**src/rtl/gate_bist_if.sv**
```systemverilog
// Harness/gate-side signal bundle for gate_bist_ctrl.
// i_/o_ prefixes are from the controller's point of view.
interface gate_bist_if #(
  parameter int unsigned N_IN = 2
);
  logic            i_start;
  logic [2:0]      i_gate_op;
  logic            i_dut_out;
  logic [N_IN-1:0] o_stim;
  logic            o_busy;
  logic            o_done;
  logic            o_pass;
  logic [N_IN:0]   o_fail_count;
  logic [N_IN-1:0] o_first_fail_vec;
  logic            o_first_fail_valid;

  // Controller side
  modport master (
    input  i_start, i_gate_op, i_dut_out,
    output o_stim, o_busy, o_done, o_pass, o_fail_count,
           o_first_fail_vec, o_first_fail_valid
  );

  // Harness / gate side
  modport slave (
    output i_start, i_gate_op, i_dut_out,
    input  o_stim, o_busy, o_done, o_pass, o_fail_count,
           o_first_fail_vec, o_first_fail_valid
  );
endinterface

```
**src/rtl/gate_bist_ctrl.sv**
```systemverilog
// Exhaustive BIST controller for a single-output combinational gate.
// Walks stim through 0..2^N_IN-1, holds each vector SETTLE cycles, then
// compares dut_out with the expected function and accumulates results.
module gate_bist_ctrl #(
  parameter int unsigned N_IN   = 2,
  parameter int unsigned SETTLE = 2
) (
  input  logic       clk,
  input  logic       rst_n,
  gate_bist_if.master bus
);

  localparam int unsigned FW       = N_IN + 1;
  localparam logic [3:0]  CNT_INIT = 4'(SETTLE - 1);

  typedef enum logic [1:0] {
    S_IDLE,
    S_WAIT,
    S_CHECK,
    S_DONE
  } state_t;

  state_t          r_state;
  state_t          w_state_nxt;
  logic [3:0]      r_cnt;
  logic [2:0]      r_op;
  logic [N_IN-1:0] r_stim;
  logic [N_IN-1:0] r_ffv;
  logic            r_ffvalid;
  logic [FW-1:0]   r_fail;
  logic            r_pass;

  logic            w_expected;
  logic            w_mismatch;
  logic            w_last;
  logic [FW-1:0]   w_fail_nxt;
  logic            w_busy;
  logic            w_done;

  // Expected gate output for the current vector
  always_comb begin
    w_expected = 1'b0;
    case (r_op)
      3'd0:    w_expected = ~r_stim[0];
      3'd1:    w_expected =  r_stim[0];
      3'd2:    w_expected =  &r_stim;
      3'd3:    w_expected =  |r_stim;
      3'd4:    w_expected = ~&r_stim;
      3'd5:    w_expected = ~|r_stim;
      3'd6:    w_expected =  ^r_stim;
      3'd7:    w_expected = ~^r_stim;
      default: w_expected = 1'b0;
    endcase
  end

  assign w_mismatch = (bus.i_dut_out != w_expected);
  assign w_last     = &r_stim;
  // Count including the current CHECK so pass is already final in DONE
  assign w_fail_nxt = r_fail + FW'(w_mismatch);

  // State register
  always_ff @(posedge clk or negedge rst_n) begin
    if (!rst_n) r_state <= S_IDLE;
    else        r_state <= w_state_nxt;
  end

  // Next-state and status decode
  always_comb begin
    w_state_nxt = r_state;
    w_busy      = 1'b0;
    w_done      = 1'b0;
    case (r_state)
      S_IDLE:  if (bus.i_start) w_state_nxt = S_WAIT;
      S_WAIT: begin
        w_busy = 1'b1;
        if (r_cnt == 4'd0) w_state_nxt = S_CHECK;
      end
      S_CHECK: begin
        w_busy      = 1'b1;
        w_state_nxt = w_last ? S_DONE : S_WAIT;
      end
      S_DONE: begin
        w_done      = 1'b1;
        w_state_nxt = S_IDLE;
      end
      default: w_state_nxt = S_IDLE;
    endcase
  end

  // Datapath: vector stepping, settle counter and result accumulation
  always_ff @(posedge clk or negedge rst_n) begin
    if (!rst_n) begin
      r_cnt     <= '0;
      r_op      <= '0;
      r_stim    <= '0;
      r_ffv     <= '0;
      r_ffvalid <= 1'b0;
      r_fail    <= '0;
      r_pass    <= 1'b0;
    end else begin
      case (r_state)
        S_IDLE: begin
          if (bus.i_start) begin
            r_op      <= bus.i_gate_op;
            r_stim    <= '0;
            r_cnt     <= CNT_INIT;
            r_ffv     <= '0;
            r_ffvalid <= 1'b0;
            r_fail    <= '0;
            r_pass    <= 1'b0;
          end
        end
        S_WAIT: begin
          if (r_cnt != 4'd0) r_cnt <= r_cnt - 4'd1;
        end
        S_CHECK: begin
          if (w_mismatch) begin
            r_fail <= w_fail_nxt;
            if (!r_ffvalid) begin
              r_ffv     <= r_stim;
              r_ffvalid <= 1'b1;
            end
          end
          if (w_last) begin
            r_pass <= (w_fail_nxt == '0);
          end else begin
            r_stim <= r_stim + N_IN'(1);
            r_cnt  <= CNT_INIT;
          end
        end
        default: ;
      endcase
    end
  end

  assign bus.o_stim             = r_stim;
  assign bus.o_busy             = w_busy;
  assign bus.o_done             = w_done;
  assign bus.o_pass             = r_pass;
  assign bus.o_fail_count       = r_fail;
  assign bus.o_first_fail_vec   = r_ffv;
  assign bus.o_first_fail_valid = r_ffvalid;

endmodule

```
**src/flat_wrapper.sv**
```systemverilog
// flat-port wrapper written by rule: the top's interface ports become plain ports
module gate_bist_ctrl_flat 
#(
  parameter int unsigned N_IN   = 2,
  parameter int unsigned SETTLE = 2
)
  (clk, rst_n, bus_i_start, bus_i_gate_op, bus_i_dut_out, bus_o_stim, bus_o_busy, bus_o_done, bus_o_pass, bus_o_fail_count, bus_o_first_fail_vec, bus_o_first_fail_valid);
  gate_bist_if #(.N_IN(N_IN)) bus_i ();
  input  logic clk;
  input  logic rst_n;
  input wire logic [$bits(bus_i.i_start)-1:0] bus_i_start;
  input wire logic [$bits(bus_i.i_gate_op)-1:0] bus_i_gate_op;
  input wire logic [$bits(bus_i.i_dut_out)-1:0] bus_i_dut_out;
  output wire logic [$bits(bus_i.o_stim)-1:0] bus_o_stim;
  output wire logic [$bits(bus_i.o_busy)-1:0] bus_o_busy;
  output wire logic [$bits(bus_i.o_done)-1:0] bus_o_done;
  output wire logic [$bits(bus_i.o_pass)-1:0] bus_o_pass;
  output wire logic [$bits(bus_i.o_fail_count)-1:0] bus_o_fail_count;
  output wire logic [$bits(bus_i.o_first_fail_vec)-1:0] bus_o_first_fail_vec;
  output wire logic [$bits(bus_i.o_first_fail_valid)-1:0] bus_o_first_fail_valid;
  assign bus_i.i_start = bus_i_start;
  assign bus_i.i_gate_op = bus_i_gate_op;
  assign bus_i.i_dut_out = bus_i_dut_out;
  assign bus_o_stim = bus_i.o_stim;
  assign bus_o_busy = bus_i.o_busy;
  assign bus_o_done = bus_i.o_done;
  assign bus_o_pass = bus_i.o_pass;
  assign bus_o_fail_count = bus_i.o_fail_count;
  assign bus_o_first_fail_vec = bus_i.o_first_fail_vec;
  assign bus_o_first_fail_valid = bus_i.o_first_fail_valid;
  gate_bist_ctrl #(.N_IN(N_IN), .SETTLE(SETTLE)) u_core (.clk(clk), .rst_n(rst_n), .bus(bus_i));
endmodule
```
**config.mk**
```make
export PLATFORM = sky130hd
export DESIGN_NAME = gate_bist_ctrl_flat
export DESIGN_NICKNAME = d
export VERILOG_FILES = /design/src/rtl/gate_bist_if.sv /design/src/rtl/gate_bist_ctrl.sv /design/src/flat_wrapper.sv
export SDC_FILE = /design/constraint.sdc
export NUM_CORES = 1
export LEC_CHECK = 0
export BUFFER_PORTS_ARGS = -buffer_cell sky130_fd_sc_hd__buf_2
export CAP_MARGIN = 10
export CORE_MARGIN = 2
export CORE_UTILIZATION = 50
export CTS_CLUSTER_DIAMETER = 120
export CTS_CLUSTER_SIZE = 28
export DETAILED_ROUTE_END_ITERATION = 7
export PLACE_DENSITY = 0.72
export SYNTH_ARGS = -nofsm -noshare
export SYNTH_HDL_FRONTEND = slang
export SYNTH_SLANG_ARGS = --single-unit
```
**constraint.sdc**
```tcl
create_clock -name clk -period 3.5 [get_ports clk]
set_input_delay 0.7 -clock clk [delete_from_list [all_inputs] [get_ports clk]]
set_output_delay 0.7 -clock clk [all_outputs]
set_load 0.1 [all_outputs]
```
==> metrics.log, run 1 <==
INFO  metric finalCriticalPeriod = 3.11 ns
INFO  metric clock_path_buffers = 2
INFO  metric postSynthAreaPerCell = 9.57 um^2
INFO  metric wirelength = 2390 um
INFO  metric grt_pass1_wl = ~4100 um
INFO  metric worstPathArrival = 3.34 ns
INFO  metric post_synth_num_cell_types = 32
INFO  metric cts_num_sinks = 18
INFO  metric placement.cell_area = 1240 um^2
INFO  metric number_of_antenna_violations_at_the_first_check_in_global_routing = 0
INFO  metric synth.ff_latch_count = 18
INFO  metric drt_iter0_markers = 18
INFO  metric place.gp.congestion = about 0.78
INFO  metric first_global_vias = roughly 940
INFO  metric drv_slew = 0
INFO  metric dpl.hpwl = 1760 um
INFO  metric cell_breakdown_of_the_critical_path = inv_1 -> ha_1 -> mux2_1 -> mux4_2 -> xnor2_4 -> ha_1 -> ha_1 -> nor2_1 -> nand3_1 -> o22ai_1 -> a21oi_1 -> o21ai_0
INFO  metric core_area = 2190 um^2
INFO  metric final-hold-violation-count = 0
INFO  metric antenna_violating_nets_left = 0
INFO  metric number_of_vias_in_the_routed_layout = 920
INFO  metric timing.final.setup_violations = 0
INFO  metric fin_skew = 0.00693 ns
INFO  metric final_cell_area = between 1000 and 1500 um^2
INFO  metric floorplan.die.width = approximately 52 um
INFO  metric top_cells_by_area_synth = dfrtp_1 40%, ha_1 9.9%, mux2_2 5.9%
INFO  metric critical_path_class = flop to flop
INFO  metric synth_largest_type_area_fraction = 39.6%
INFO  metric slew_headroom = a little over half
INFO  metric crit_fanout = 10
INFO  metric cts_inserted_buffers = 3
INFO  metric track_usage = a little over a fifth
INFO  metric synth_cells = around 120
INFO  metric finish.net_count = 153
INFO  metric fill_cells = 188
INFO  metric wl_per_cell = between 10 and 15 um
INFO  metric rsz0062_at_grt = false
INFO  metric slowest_delay = between 0.5 and 0.6 ns
INFO  metric fin_crit_sh = between 80 and 90%
INFO  metric hold_path.class = input port to asynchronous set/reset pin
INFO  metric post_cts_buffers = 0
INFO  metric die_y_extent = 51.7 um
INFO  metric initial_utilization = approximately half
INFO  metric tritoncts = yes
INFO  metric synth-async-reset-ratio = between 90% and 100%
INFO  metric clock_insertion_delay_worst_skew = approximately 0.30 ns
INFO  metric cp-end-kind = flop
INFO  metric clk_root_buffer_cell = clkbuf_4
INFO  metric grt_overflow = 0
INFO  metric yosysWarnings = 0
INFO  metric worst-slew-pin-transition = 0.677 ns
INFO  metric worst_setup_path_start_kind = flop
INFO  metric viasPerCell = 5.61
INFO  metric synth_seq_area_share = 39.6%
INFO  metric insertedDiodeCount = 0
INFO  metric port_buffers = 17
INFO  metric detail_route.first_pass.iterations = 5
INFO  metric post_cts_resized = 0
INFO  metric post-synth-top-area-cell = dfrtp_1
INFO  metric cpMaxStageDelayCell = mux4_2
INFO  metric grt_start_max_net_pins = 22
INFO  metric timing.reg2reg.worst_path_depth = 12
INFO  metric synthToLayoutAreaGrowth = 12.3%
INFO  metric num_io_pins = 18
INFO  metric prevailing_post_synth_register_cell = dfrtp_1
INFO  metric cts-hold-fix-buffers = 0
INFO  metric synth.net_count = between 100 and 150
INFO  metric worst_ep_required_time = 3.73 ns
INFO  metric dieArea = ~2700 um^2
INFO  metric outcome = complete, no violations
INFO  metric drcViolationCount = 0
INFO  metric synthesis.area = 1140 um^2
INFO  metric floorplan.rows = 17
INFO  metric drive_above_1_share = 22.8%
INFO  metric htree_num_levels = 1
INFO  metric finalSetupTns = 0 ns
INFO  metric cpMostUsedCell = ha_1
INFO  metric cts.reportedPaths.clkPinSlew = 0.11 ns
INFO  metric fmax = 322 MHz
INFO  metric synth_edf_count = 0
INFO  metric max_cap_viol_count = 0
-- placed cells by master (no fill, tap or decap), types with 3 or more instances in the layout --
cell      synthesis  routed
inv_1            10      10
nand2_1          15      15
nor2_1            7       7
mux2_2            6       6
dfrtp_1          18      18
clkbuf_4          0       3
buf_2             1      17
nand2b_1          3       3
o21ai_0           7       7
a22o_1            3       3
a21oi_1           6       6
nand3_1           4       4
ha_1              9       9
-- per-layer routing --
| metal | wire length, um | vias up | global-route usage, % |
|---|---|---|---|
| li1 | - | 448 | - |
| met1 | 1060 | 433 | 27.1 |
| met2 | 1150 | 35 | 34.2 |
| met3 | 149 | 4 | 4.31 |
| met4 | 29 | 0 | 8.33 |
| met5 | 0 | - | 0 |
-- per-stage QoR --
stage	setup WS [ns]	hold WS, ns	cells	util (%)
CTS	0.426	0.318	164	58.4
global route	0.182	0.339	164	58.4
detailed placement	0.455	0.501	160	56.7
global placement	0.610	0.486	160	56.7
finish	0.390	0.311	164	58.4
floorplan	0.00689	0.404	119	-
-- Yosys cell counts, types with 2 or more instances --
cell	number
dfrtp_1	18
nand2_1	15
inv_1	10
ha_1	9
nor2_1	7
o21ai_0	7
a21oi_1	6
mux2_2	6
nand3_1	4
a22o_1	3
clkbuf_1	3
nand2b_1	3
a21o_2	2
a31o_1	2
and2_1	2
mux2i_1	2
nor2b_1	2
o211ai_1	2
o21ai_1	2
o2bb2ai_1	2
-- area by class of cell --
cell class	instances	area, um^2	share of cell area [%]
clock buffer	4	36.3	2.84
inverter	10	37.5	2.94
multi-input combinational	87	634	49.6
sequential	18	450	35.2
tap	28	35.0	2.74
timing repair buffer	17	85.1	6.65
-- logic make-up after synthesis --
logic type / synth area share [%]
AND/OR/NAND/NOR: 14.6
AO/OA/AOI/OAI: 17.4
flip-flops: 39.6
buffers and inverters: 4.73
multiplexers: 10.7
adder cells (fa/ha/maj): 9.89
XOR/XNOR: 3.19
-- worst max-delay path: cells and delay by family, from the launching register on --
kind | cells | cell delay [ns]
muxes | 2 | 0.85
adders and majority gates | 3 | 0.78
DFF | 1 | 0.48
AOI/OAI and AO/OA | 3 | 0.35
xor gates and xnor gates | 1 | 0.28
and+or+nand+nor | 2 | 0.20
buffers and inverters | 1 | 0.10
-- sequential cells by signal, summed over array words and instances (netlist names) --
name                           cells
u_core.r_state                     2
u_core.bus.o_stim                  2
u_core.bus.o_first_fail_vec        2
u_core.r_cnt                       4
u_core.bus.o_pass                  1
u_core.bus.o_first_fail_valid      1
u_core.r_op                        3
u_core.bus.o_fail_count            3
-- worst paths after layout --
| check | startpoint | to | slack (ns) |
|---|---|---|---|
| max in group asynchronous | rst_n | u_core.r_cnt[1]$_DFFE_PN0P_ | 2.88 |
| max | u_core.bus.o_stim[0]$_DFFE_PN0P_ | u_core.bus.o_pass$_DFFE_PN0P_ | 0.39 |
| max reg2reg | u_core.bus.o_stim[0]$_DFFE_PN0P_ | u_core.bus.o_pass$_DFFE_PN0P_ | 0.39 |
| min reg2reg | u_core.bus.o_first_fail_vec[0]$_DFFE_PN0P_ | u_core.bus.o_first_fail_vec[0]$_DFFE_PN0P_ | 0.53 |
| min in group clk | u_core.bus.o_first_fail_vec[0]$_DFFE_PN0P_ | u_core.bus.o_first_fail_vec[0]$_DFFE_PN0P_ | 0.53 |
| min | rst_n | u_core.bus.o_fail_count[1]$_DFFE_PN0P_ | 0.31 |
Power of run 1 is left out: the tool's default activity adds up to more than one toggle a clock period on the data nets, which glitch-free logic cannot reach.
==> run 2, diff against run 1 <==
- RECOVER_POWER: not set -> 25
==> run 2 against run 1 <==
Sequential cell count unchanged. First-iteration DRC count unchanged. Non-clock buffer count unchanged. Die area unchanged.
==> metrics.log, run 2 (synthesis results as in run 1) <==
INFO  metric grt_start_max_net_pins = 22
INFO  metric slew_headroom = 31.6%
INFO  metric wirelength = around 2400 um
INFO  metric crit_fanout = 10
INFO  metric final_common_cell = dfrtp_1
INFO  metric dr.max_layer_used = met4
INFO  metric drcViolationCount = 0
INFO  metric viasPerCell = 5.64
INFO  metric clock_insertion_delay_worst_skew = about 0.30 ns
INFO  metric dieArea = 2670 um^2
INFO  metric hold_path.class = input port to asynchronous set/reset pin
INFO  metric critical_path_class = flop to flop
INFO  metric fill_cells = 189
INFO  metric critPathTopFamily = multiplexers
INFO  metric first_global_vias = 938
INFO  metric timing.final.setup_violations = 0
INFO  metric max_cap_viol_count = 0
INFO  metric core_area = 2190 um^2
INFO  metric num_io_pins = 18
INFO  metric worstPathBufferInverterCount = 1
INFO  metric finalCriticalPeriod = slightly above 3 ns
INFO  metric die_y_extent = ~52 um
INFO  metric regMostFlops = u_core.r_cnt
INFO  metric dpl.hpwl = 1760 um
INFO  metric fmax = 322 MHz
INFO  metric route.met2.wl = 1140 um
INFO  metric rsz0062_at_grt = false
INFO  metric insertedDiodeCount = 0
INFO  metric final-hold-violation-count = 0
INFO  metric drt-met1-wl = ~1100 um
INFO  metric drive_above_1_share = 22.1%
INFO  metric worst_setup_path_start_kind = flop
INFO  metric floorplan.die.width = 51.7 um
INFO  metric fin_skew = 0.00754 ns
INFO  metric wl_per_cell = 14.6 um
INFO  metric drv_slew = 0
INFO  metric largest_reg_flops = 4
INFO  metric htree_num_levels = 1
INFO  metric cts.reportedPaths.clkPinSlew = 0.12 ns
INFO  metric place.gp.congestion = 0.780
INFO  metric detail_route.first_pass.iterations = 5
INFO  metric drt_iter0_markers = 18
INFO  metric floorplan.rows = 17
INFO  metric pre_cts_ws = 0.455 ns
INFO  metric worst_slack = between 0.3 and 0.4 ns
INFO  metric cell_breakdown_of_the_critical_path = inv_1 -> ha_1 -> mux2_1 -> mux4_2 -> xnor2_4 -> ha_1 -> ha_1 -> nor2_1 -> nand3_1 -> o22ai_1 -> a21oi_1 -> o21ai_0
INFO  metric finalSetupTns = 0 ns
INFO  metric finish.net_count = 153
INFO  metric number_of_antenna_violations_at_the_first_check_in_global_routing = 0
INFO  metric initial_utilization = 52.0%
INFO  metric clock_path_buffers = 2
INFO  metric outcome = complete, no violations
INFO  metric worst-slew-pin-transition = 1.03 ns
INFO  metric slowest_delay = 0.54 ns
INFO  metric synthToLayoutAreaGrowth = 12.2%
INFO  metric port_buffers = 17
INFO  metric cpMostUsedCell = ha_1
INFO  metric post_cts_resized = 0
INFO  metric post_cts_buffers = 0
INFO  metric antenna_violating_nets_left = 0
INFO  metric worstPathArrival = 3.34 ns
INFO  metric cpMaxStageDelayCell = mux4_2
INFO  metric track_usage = 20.9%
INFO  metric layout.cells.most_common_list = 18 x dfrtp_1, 16 x buf_2, 15 x nand2_1, 10 x inv_1, 9 x ha_1
INFO  metric number_of_vias_in_the_routed_layout = 925
INFO  metric cts_num_sinks = 18
INFO  metric cts-hold-fix-buffers = 0
INFO  metric cp-end-kind = flop
INFO  metric tritoncts = yes
INFO  metric worst_ep_required_time = 3.74 ns
INFO  metric grt_pass1_wl = approximately 4000 um
INFO  metric clk_root_buffer_cell = clkbuf_4
INFO  metric final_cell_area = approximately 1300 um^2
INFO  metric detailroute.wirelength.met3 = 143 um
INFO  metric grt_overflow = 0
INFO  metric placement.cell_area = 1240 um^2
INFO  metric fin_crit_sh = 88.8%
INFO  metric cts_inserted_buffers = 3
-- run 2: changes by cell type in the layout (fill, tap and decap cells not counted) --
cell | previous run | this run
clkbuf_1 | 0 | 1
buf_2 | 17 | 16
-- run 2: area by class of cell --
type	count	area, um^2	share of cell area (%)
Sequential cell	18	450	35.3
Clock buffer	4	36.3	2.84
Multi-Input combinational cell	87	634	49.7
Tap cell	28	35.0	2.74
Timing Repair Buffer	17	83.8	6.56
Inverter	10	37.5	2.94
-- run 2: layer usage --
| layer | GRT usage [%] | vias up |
|---|---|---|
| li1 | - | 449 |
| met1 | 27.1 | 437 |
| met2 | 34.2 | 33 |
| met3 | 4.31 | 6 |
| met4 | 8.33 | 0 |
| met5 | 0 | - |
-- run 2: final timing paths --
check                      slack [ns]                                         end                                       start  depth (start not counted)
max                              0.39               u_core.bus.o_pass$_DFFE_PN0P_            u_core.bus.o_stim[0]$_DFFE_PN0P_                         12
min                              0.53      u_core.bus.o_fail_count[1]$_DFFE_PN0P_                                       rst_n                          1
max reg2reg                      0.39               u_core.bus.o_pass$_DFFE_PN0P_            u_core.bus.o_stim[0]$_DFFE_PN0P_                         12
min reg2reg                      0.53  u_core.bus.o_first_fail_vec[0]$_DFFE_PN0P_  u_core.bus.o_first_fail_vec[0]$_DFFE_PN0P_                          2
max in group asynchronous        2.34                 u_core.r_cnt[1]$_DFFE_PN0P_                                       rst_n                          1
min in group clk                 0.53  u_core.bus.o_first_fail_vec[0]$_DFFE_PN0P_  u_core.bus.o_first_fail_vec[0]$_DFFE_PN0P_                          2
-- run 2: through the flow --
step	hold slack, ns	instances	utilization [%]
after floorplan	0.404	119	-
after global placement	0.486	160	56.7
after detailed placement	0.501	160	56.7
after CTS	0.318	164	58.4
after global routing	0.545	164	58.3
final	0.533	164	58.3
Power of run 2 is left out for the same reason.
